<file path="config.mk">
export PLATFORM = sky130hd
export DESIGN_NAME = weight_load_sequencer
export DESIGN_NICKNAME = d
export VERILOG_FILES = /design/src/rtl/weight_load_sequencer.sv
export SDC_FILE = /design/constraint.sdc
export NUM_CORES = 1
export LEC_CHECK = 0
export BUFFER_PORTS_ARGS = -buffer_cell sky130_fd_sc_hd__buf_2
export CAP_MARGIN = 20
export CORE_ASPECT_RATIO = 1.4
export CORE_MARGIN = 8
export CORE_UTILIZATION = 45
export CTS_BUF_LIST = sky130_fd_sc_hd__clkbuf_16
export CTS_CLUSTER_DIAMETER = 100
export DETAILED_ROUTE_END_ITERATION = 10
export PLACE_DENSITY = 0.7
export SETUP_SLACK_MARGIN = 0.4
export SLEW_MARGIN = 5
export SYNTH_ARGS = -nofsm -noshare
export SYNTH_HDL_FRONTEND = slang
export SYNTH_SLANG_ARGS = --single-unit
</file>
<file path="constraint.sdc">
create_clock -name clk -period 1.98 [get_ports clk]
set_input_delay 0 -clock clk [delete_from_list [all_inputs] [get_ports clk]]
set_output_delay 0 -clock clk [all_outputs]
set_load 0.05 [all_outputs]
</file>
<file path="src/rtl/weight_load_sequencer.sv">
// rtl/weight_load_sequencer.sv - paired-port weight BRAM fetch sequencer, one kernel at a time
// Optional busy-cycle counter output perf_cycles is built when LOAD_SEQ_PERF_EN is defined.
module weight_load_sequencer #(
  parameter int BRAM_ADDRESS_WIDTH = 12,
  parameter int KERNEL_CNT_WIDTH   = 8
) (
  input  logic                          clk,
  input  logic                          rst,
  input  logic                          start,
  input  logic [4:0]                    kernel_size,
  input  logic [BRAM_ADDRESS_WIDTH-1:0] base_addr,
  input  logic [KERNEL_CNT_WIDTH-1:0]   kernel_num,
  input  logic                          stall,
  output logic                          bram_en_a,
  output logic [BRAM_ADDRESS_WIDTH-1:0] bram_addr_a,
  output logic                          bram_en_b,
  output logic [BRAM_ADDRESS_WIDTH-1:0] bram_addr_b,
  output logic                          data_valid,
  output logic                          data_len,
  output logic                          load_weight,
  output logic                          busy,
  output logic                          done,
  output logic                          cfg_err
`ifdef LOAD_SEQ_PERF_EN
  ,output logic [15:0]                  perf_cycles
`endif
);

  localparam int AW  = BRAM_ADDRESS_WIDTH;
  localparam int KW  = KERNEL_CNT_WIDTH;
  localparam int KW1 = KERNEL_CNT_WIDTH + 1;

  typedef enum logic [2:0] {
    S_IDLE,
    S_ISSUE,
    S_WAIT_LAST,
    S_LOAD,
    S_DONE
  } state_t;

  state_t        state_q, state_d;
  logic [2:0]    ksize_q, ksize_d;
  logic [AW-1:0] kern_base_q, kern_base_d;
  logic [KW-1:0] knum_q, knum_d;
  logic [KW-1:0] k_q, k_d;
  logic [2:0]    r_q, r_d;
  logic          load_weight_q, load_weight_d;
  logic          done_q, done_d;
  logic          busy_q, busy_d;
  logic          cfg_err_q, cfg_err_d;
  logic          data_valid_q, data_valid_d;
  logic          data_len_q, data_len_d;
`ifdef LOAD_SEQ_PERF_EN
  logic [15:0]   perf_q, perf_d;
`endif

  logic [2:0]    ksize_dec;
  logic          issue_fire;
  logic          pair_b;

  always_comb begin
    ksize_dec = 3'd0;
    case (kernel_size)
      5'b00001: ksize_dec = 3'd1;
      5'b00010: ksize_dec = 3'd2;
      5'b00100: ksize_dec = 3'd3;
      5'b01000: ksize_dec = 3'd4;
      5'b10000: ksize_dec = 3'd5;
      default:  ksize_dec = 3'd0;
    endcase
  end

  // kern_base_q tracks base + k*K, so the read address is just kern_base_q + r.
  assign issue_fire  = (state_q == S_ISSUE) && !stall;
  assign pair_b      = (({1'b0, r_q} + 4'd1) < {1'b0, ksize_q});
  assign bram_en_a   = issue_fire;
  assign bram_en_b   = issue_fire && pair_b;
  assign bram_addr_a = issue_fire ? (kern_base_q + AW'(r_q)) : '0;
  assign bram_addr_b = (issue_fire && pair_b) ? (kern_base_q + AW'(r_q) + AW'(1)) : '0;

  always_comb begin
    state_d     = state_q;
    ksize_d     = ksize_q;
    kern_base_d = kern_base_q;
    knum_d      = knum_q;
    k_d         = k_q;
    r_d         = r_q;
    cfg_err_d   = cfg_err_q;
`ifdef LOAD_SEQ_PERF_EN
    perf_d      = perf_q;
    if (busy_q && (perf_q != 16'hFFFF)) begin
      perf_d = perf_q + 16'd1;
    end
`endif

    case (state_q)
      S_IDLE: begin
        if (start) begin
          cfg_err_d   = 1'b0;
          ksize_d     = ksize_dec;
          kern_base_d = base_addr;
          knum_d      = kernel_num;
          k_d         = '0;
          r_d         = 3'd0;
`ifdef LOAD_SEQ_PERF_EN
          perf_d      = 16'd0;
`endif
          if (ksize_dec == 3'd0) begin
            cfg_err_d = 1'b1;
            state_d   = S_DONE;
          end else if (kernel_num == '0) begin
            state_d   = S_DONE;
          end else begin
            state_d   = S_ISSUE;
          end
        end
      end
      S_ISSUE: begin
        if (!stall) begin
          r_d = r_q + 3'd2;
          if (({1'b0, r_q} + 4'd2) >= {1'b0, ksize_q}) begin
            state_d = S_WAIT_LAST;
          end
        end
      end
      S_WAIT_LAST: begin
        state_d = S_LOAD;
      end
      S_LOAD: begin
        k_d         = k_q + KW'(1);
        r_d         = 3'd0;
        kern_base_d = kern_base_q + AW'(ksize_q);
        if ((KW1'(k_q) + KW1'(1)) == KW1'(knum_q)) begin
          state_d = S_DONE;
        end else begin
          state_d = S_ISSUE;
        end
      end
      S_DONE: begin
        state_d = S_IDLE;
      end
      default: begin
        state_d = S_IDLE;
      end
    endcase

    load_weight_d = (state_d == S_LOAD);
    done_d        = (state_d == S_DONE);
    busy_d        = (state_d != S_IDLE);
    data_valid_d  = bram_en_a;
    data_len_d    = bram_en_b;
  end

  always_ff @(posedge clk) begin
    if (rst) begin
      state_q       <= S_IDLE;
      ksize_q       <= 3'd0;
      kern_base_q   <= '0;
      knum_q        <= '0;
      k_q           <= '0;
      r_q           <= 3'd0;
      load_weight_q <= 1'b0;
      done_q        <= 1'b0;
      busy_q        <= 1'b0;
      cfg_err_q     <= 1'b0;
      data_valid_q  <= 1'b0;
      data_len_q    <= 1'b0;
`ifdef LOAD_SEQ_PERF_EN
      perf_q        <= 16'd0;
`endif
    end else begin
      state_q       <= state_d;
      ksize_q       <= ksize_d;
      kern_base_q   <= kern_base_d;
      knum_q        <= knum_d;
      k_q           <= k_d;
      r_q           <= r_d;
      load_weight_q <= load_weight_d;
      done_q        <= done_d;
      busy_q        <= busy_d;
      cfg_err_q     <= cfg_err_d;
      data_valid_q  <= data_valid_d;
      data_len_q    <= data_len_d;
`ifdef LOAD_SEQ_PERF_EN
      perf_q        <= perf_d;
`endif
    end
  end

  assign data_valid  = data_valid_q;
  assign data_len    = data_len_q;
  assign load_weight = load_weight_q;
  assign busy        = busy_q;
  assign done        = done_q;
  assign cfg_err     = cfg_err_q;
`ifdef LOAD_SEQ_PERF_EN
  assign perf_cycles = perf_q;
`endif

endmodule

</file>
=== Word level (Yosys, flattened, before mapping) ===
Index checks and enable logic that the tools add are counted.

* Register bits: 43
* Logic and storage cells: 65
* Latch bits: 0
* Memories: 0
* Bits in writable memories: 0
* ROM bits: 0

* Multiplexer cells: 18
* $mul: 0
* Magnitude comparators: 2
* Shifts and indexed selects: 0
* Equal/unequal tests: 13
* Reductions and logical operators: 12
* Divide/modulo/power cells: 0
* Bitwise gates (word level): 0
* Add/sub/neg operators: 8

{| class="wikitable"
|+ Operators by type and width
! operator !! count
|-
| 12-bit 2-to-1 mux || 3
|-
| 12-bit by 3-bit adder with 12-bit output || 2
|-
| 3-bit 2-to-1 mux || 8
|-
| 12-bit one-hot mux with 2 select lines || 1
|-
| 8-bit one-hot mux with 2 select lines || 1
|-
| 3-bit one-hot mux with 5 select lines || 1
|-
| 12-bit by 1-bit adder with 12-bit output (second input constant) || 1
|-
| 3-bit one-hot mux with 4 select lines || 1
|-
| 8-bit by 1-bit adder with 9-bit output (second input constant) || 1
|-
| 3-bit by 2-bit equality test with 1-bit output (second input constant) || 3
|-
| 9-bit by 8-bit equality test with 1-bit output || 1
|-
| 3-bit one-hot mux with 3 select lines || 1
|-
| 8-bit by 1-bit adder with 8-bit output (second input constant) || 1
|-
| 8-bit zero test || 1
|-
| 8-bit 2-to-1 mux || 1
|-
| 3-bit zero test || 2
|-
| 3-bit nonzero test || 2
|-
| 5-bit by 1-bit equality test with 1-bit output (second input constant) || 1
|-
| 5-bit by 2-bit equality test with 1-bit output (second input constant) || 1
|-
| 5-bit by 3-bit equality test with 1-bit output (second input constant) || 1
|-
| 5-bit by 4-bit equality test with 1-bit output (second input constant) || 1
|-
| 5-bit equality test (second input constant) || 1
|-
| 3-bit by 1-bit adder with 4-bit output (second input constant) || 1
|-
| 3-bit by 2-bit adder with 4-bit output (second input constant) || 1
|-
| 12 further kinds || 15
|}

=== Longest topological paths before layout ===
* Word-level depth: 7
* Mapped depth: 9

=== Worst setup path after synthesis ===
OpenSTA, ideal clock, no wires.

* Path type: reg2out
* Start point: reg r_q[1]
* End point: out bram_addr_b[10]
* Arrival: 2882 ps
* Required time: 1980 ps
* Setup slack: -902 ps
* Stages on the path, launching flop included: 8
* Path through: dfxtp_1 inv_1 fa_1 xnor2_1 nand3_1 or3_4 nor3_2 mux2i_1

* Cells in the longest elaborated chain, start to end: 4
* Elaborated cells between the ends (all ways): 6

{| class="wikitable"
|+ RTL lines
! what !! line !! text
|-
| start: declaration || 46 || <nowiki>logic [2:0] r_q, r_d;</nowiki>
|-
| start signal: assignment || 177 || <nowiki>r_q <= r_d;</nowiki>
|-
| parallel branches: the longest is 3 deep, another holds 12-bit by 3-bit adder with 12-bit output || n/a ||
|-
| 12-bit 2-to-1 mux * || 79 || <nowiki>assign bram_addr_b = (issue_fire && pair_b) ? (kern_base_q + AW'(r_q) + AW'(1)) : '0;</nowiki>
|-
| end: declaration || 17 || <nowiki>output logic [BRAM_ADDRESS_WIDTH-1:0] bram_addr_b,</nowiki>
|}

Every way passes the cells marked *.

=== Worst setup path after layout ===
Ends and elaborated chain as after synthesis.

==> metrics.txt <==
outcome=finished with violations; failing checks=negative setup slack; Core Area=0.00653 mm²; DP HPWL=6330 µm; Cells after DPL=565; # H-tree levels=2; Vias=3963; CP max FO=4; Tot GR Track Use=0.226; commonest cells after routing, fill and taps aside=buf_4, buf_6, nand2_1, buf_2, a21oi_1; storage element area=880 µm²; die area=0.00956 mm²; WHS=0.0437 ns; pre-CTS setup slack=-0.367 ns; HP Class=input port to register; Fin. Hold Viols=0; WL per Instance=23.1 µm; final setup fails=23; commonest non-fill, non-tap cell in the layout=buf_4; Max Fclk=358 MHz; Num CTS Buffers=5; CTS tree=built; die height=113 µm; Crit path required time=1.98 ns; Via density=6.22; Static Leak=2.30 nW; Synth Register Bits=42; Synth Flop Type=dfxtp_1; Worst Skew=0.00546 ns; I/O Pins=61; Max Cap Viol=0; DR pass1 iterations=5; post-route ant nets=0; Cell Area, Synth=0.00299 mm²; largest net degree at the start of global routing=41; clock latency on the worst-skew pair=0.28 ns; Slew headroom=0.434; layout cells sized above 1=0.547; Post-synth EDFFs=0; crit end category=output pin; Synth Warn #=0; Max VDD drop=0.000704 V; fin crit period=2.79 ns; DRC=0; Die Wd=84.9 µm; multi-input combinational cell area=0.00282 mm²; fin crit share=1.41; vias in the first global route=3741; CP Class=register to output pin; Placer Congestion=0.818; final WL=14700 µm; Cells after Synth=397; initial antenna violation count=0; GRT overflow=0; ant diodes=0; Layout area overhead=91.2%; Initial Util=0.459; fraction of registers with async set/reset=0; First DRT Iteration DRCs=439; Slew Viols, Final=0; fin nets=605; Final Power=2.66 mW; clk slew on worst S/H paths=0.06 ns; RSZ-0062 raised after global routing=yes; distinct cell type count after synthesis=67; # rows=35; Max clock buf depth=2; CTS sink count=42; worst slew pin tran=0.849 ns; CP Launch Type=register; fin cells=637; register area share after synthesis=0.281; Arr. time, crit path=2.79 ns; Post-Synthesis Net Count=440; IO Port Bufs=60; CTS root buffer=clkbuf_16; setup ws final=-0.810 ns; Power Density=464 mW/mm²; first-pass GRT wire length=17700 µm; synthesized area per cell=7.54 µm²; Fill cells=254
-- Yosys cell counts (2+ instances only) --
cell | instances | area (µm²)
a211oi_1 | 3 | 22.5
a21o_1 | 2 | 15.0
a21oi_1 | 41 | 205
a311oi_1 | 6 | 52.6
a31oi_1 | 4 | 25.0
and2_1 | 4 | 25.0
and3_1 | 5 | 31.3
and4_1 | 3 | 26.3
buf_2 | 8 | 40.0
clkbuf_1 | 17 | 63.8
dfxtp_1 | 42 | 841
fa_1 | 3 | 60.1
ha_1 | 11 | 138
inv_1 | 12 | 45.0
mux2i_1 | 2 | 20.0
nand2_1 | 45 | 169
nand2b_1 | 12 | 75.1
nand3_1 | 13 | 65.1
nand3b_1 | 3 | 22.5
nand4_1 | 3 | 18.8
nor2_1 | 49 | 184
nor3_1 | 11 | 55.1
nor3_2 | 2 | 20.0
nor4_1 | 6 | 37.5
nor4_2 | 2 | 25.0
o211a_1 | 2 | 20.0
o211ai_1 | 2 | 15.0
o21a_1 | 2 | 15.0
o21ai_0 | 13 | 65.1
o21ai_1 | 2 | 10.0
o22ai_1 | 2 | 12.5
o31a_1 | 2 | 17.5
or3_1 | 2 | 12.5
or4_1 | 2 | 15.0
xnor2_1 | 15 | 131
xor2_1 | 13 | 114
-- power by group --
group	leakage (nW)	internal [mW]	switching [mW]
Clock	0.0724	0.456	0.330
Sequential	0.352	0.892	0.0669
Combinational	1.88	0.428	0.486
Total	2.30	1.78	0.882
-- per-stage QoR --
stage	TNS [ns]	util	area (µm²)
5_1_grt	-9.88	0.877	5730
6_report	-8.45	0.877	5730
3_5_place_dp	-1.83	0.621	4050
4_1_cts	-5.00	0.792	5170
2_1_floorplan	-1.13	-	3310
3_3_place_gp	-1.51	0.621	4050
-- worst paths after layout --
| kind | slack, ns | cells after the start | from | end |
|---|---|---|---|---|
| min reg2reg | 0.46 | 2 | cfg_err | cfg_err |
| max | -0.81 | 9 | r_q[1] | bram_addr_b[10] |
| max reg2reg | -0.08 | 9 | r_q[1] | state_q[0] |
| min | 0.04 | 3 | base_addr[7] | kern_base_q[7] |
-- flip-flops by register name, indices dropped and copies added (netlist names), 2 cells and up --
signal / count
r_q: 2
knum_q: 8
kern_base_q: 12
ksize_q: 3
k_q: 8
state_q: 3
-- what timing repair did --
action | CTS | global route
pin swaps | 50 | 33
gates resized for setup | 146 | 87
hold buffers | 14 | 0
setup buffers | 29 | 20
hold endpoints to repair | 14 | 0
setup endpoints to repair | 56 | 41
gates cloned | 0 | 1
-- area by class of cell --
cell class	instances	share of cell area
clock buffer	5	0.0219
tap	74	0.0162
clock inverter	3	0.00219
inverter	13	0.0105
sequential	42	0.154
multi-input combinational	315	0.493
timing repair buffer	185	0.302
-- worst max-delay path, cell delays in order, from the launching register on --
cell	delay, ns
dfxtp_4	0.37
inv_4	0.04
fa_2	0.45
nand2b_4	0.20
a211oi_1	0.31
o31a_1	0.28
o21bai_4	0.11
nor3_4	0.28
mux2i_4	0.27
buf_6	0.18
-- metal layers --
metal,up-vias,wire (µm),GRT usage
met2,293,7540,0.439
li1,1725,-,-
met1,1869,5260,0.224
met5,-,0,0
met3,76,1040,0.0322
met4,0,868,0.110
-- kinds of logic after synthesis --
family,count (synthesis),synth area share
adders and majority gates,14,0.0660
other,1,0.00125
and+or+nand+nor,173,0.295
muxes,4,0.0142
AOI/OAI and AO/OA,94,0.201
DFF,42,0.281
xor gates and xnor gates,29,0.0873
buffers and inverters,40,0.0547
(Power assumes the default switching activity.)
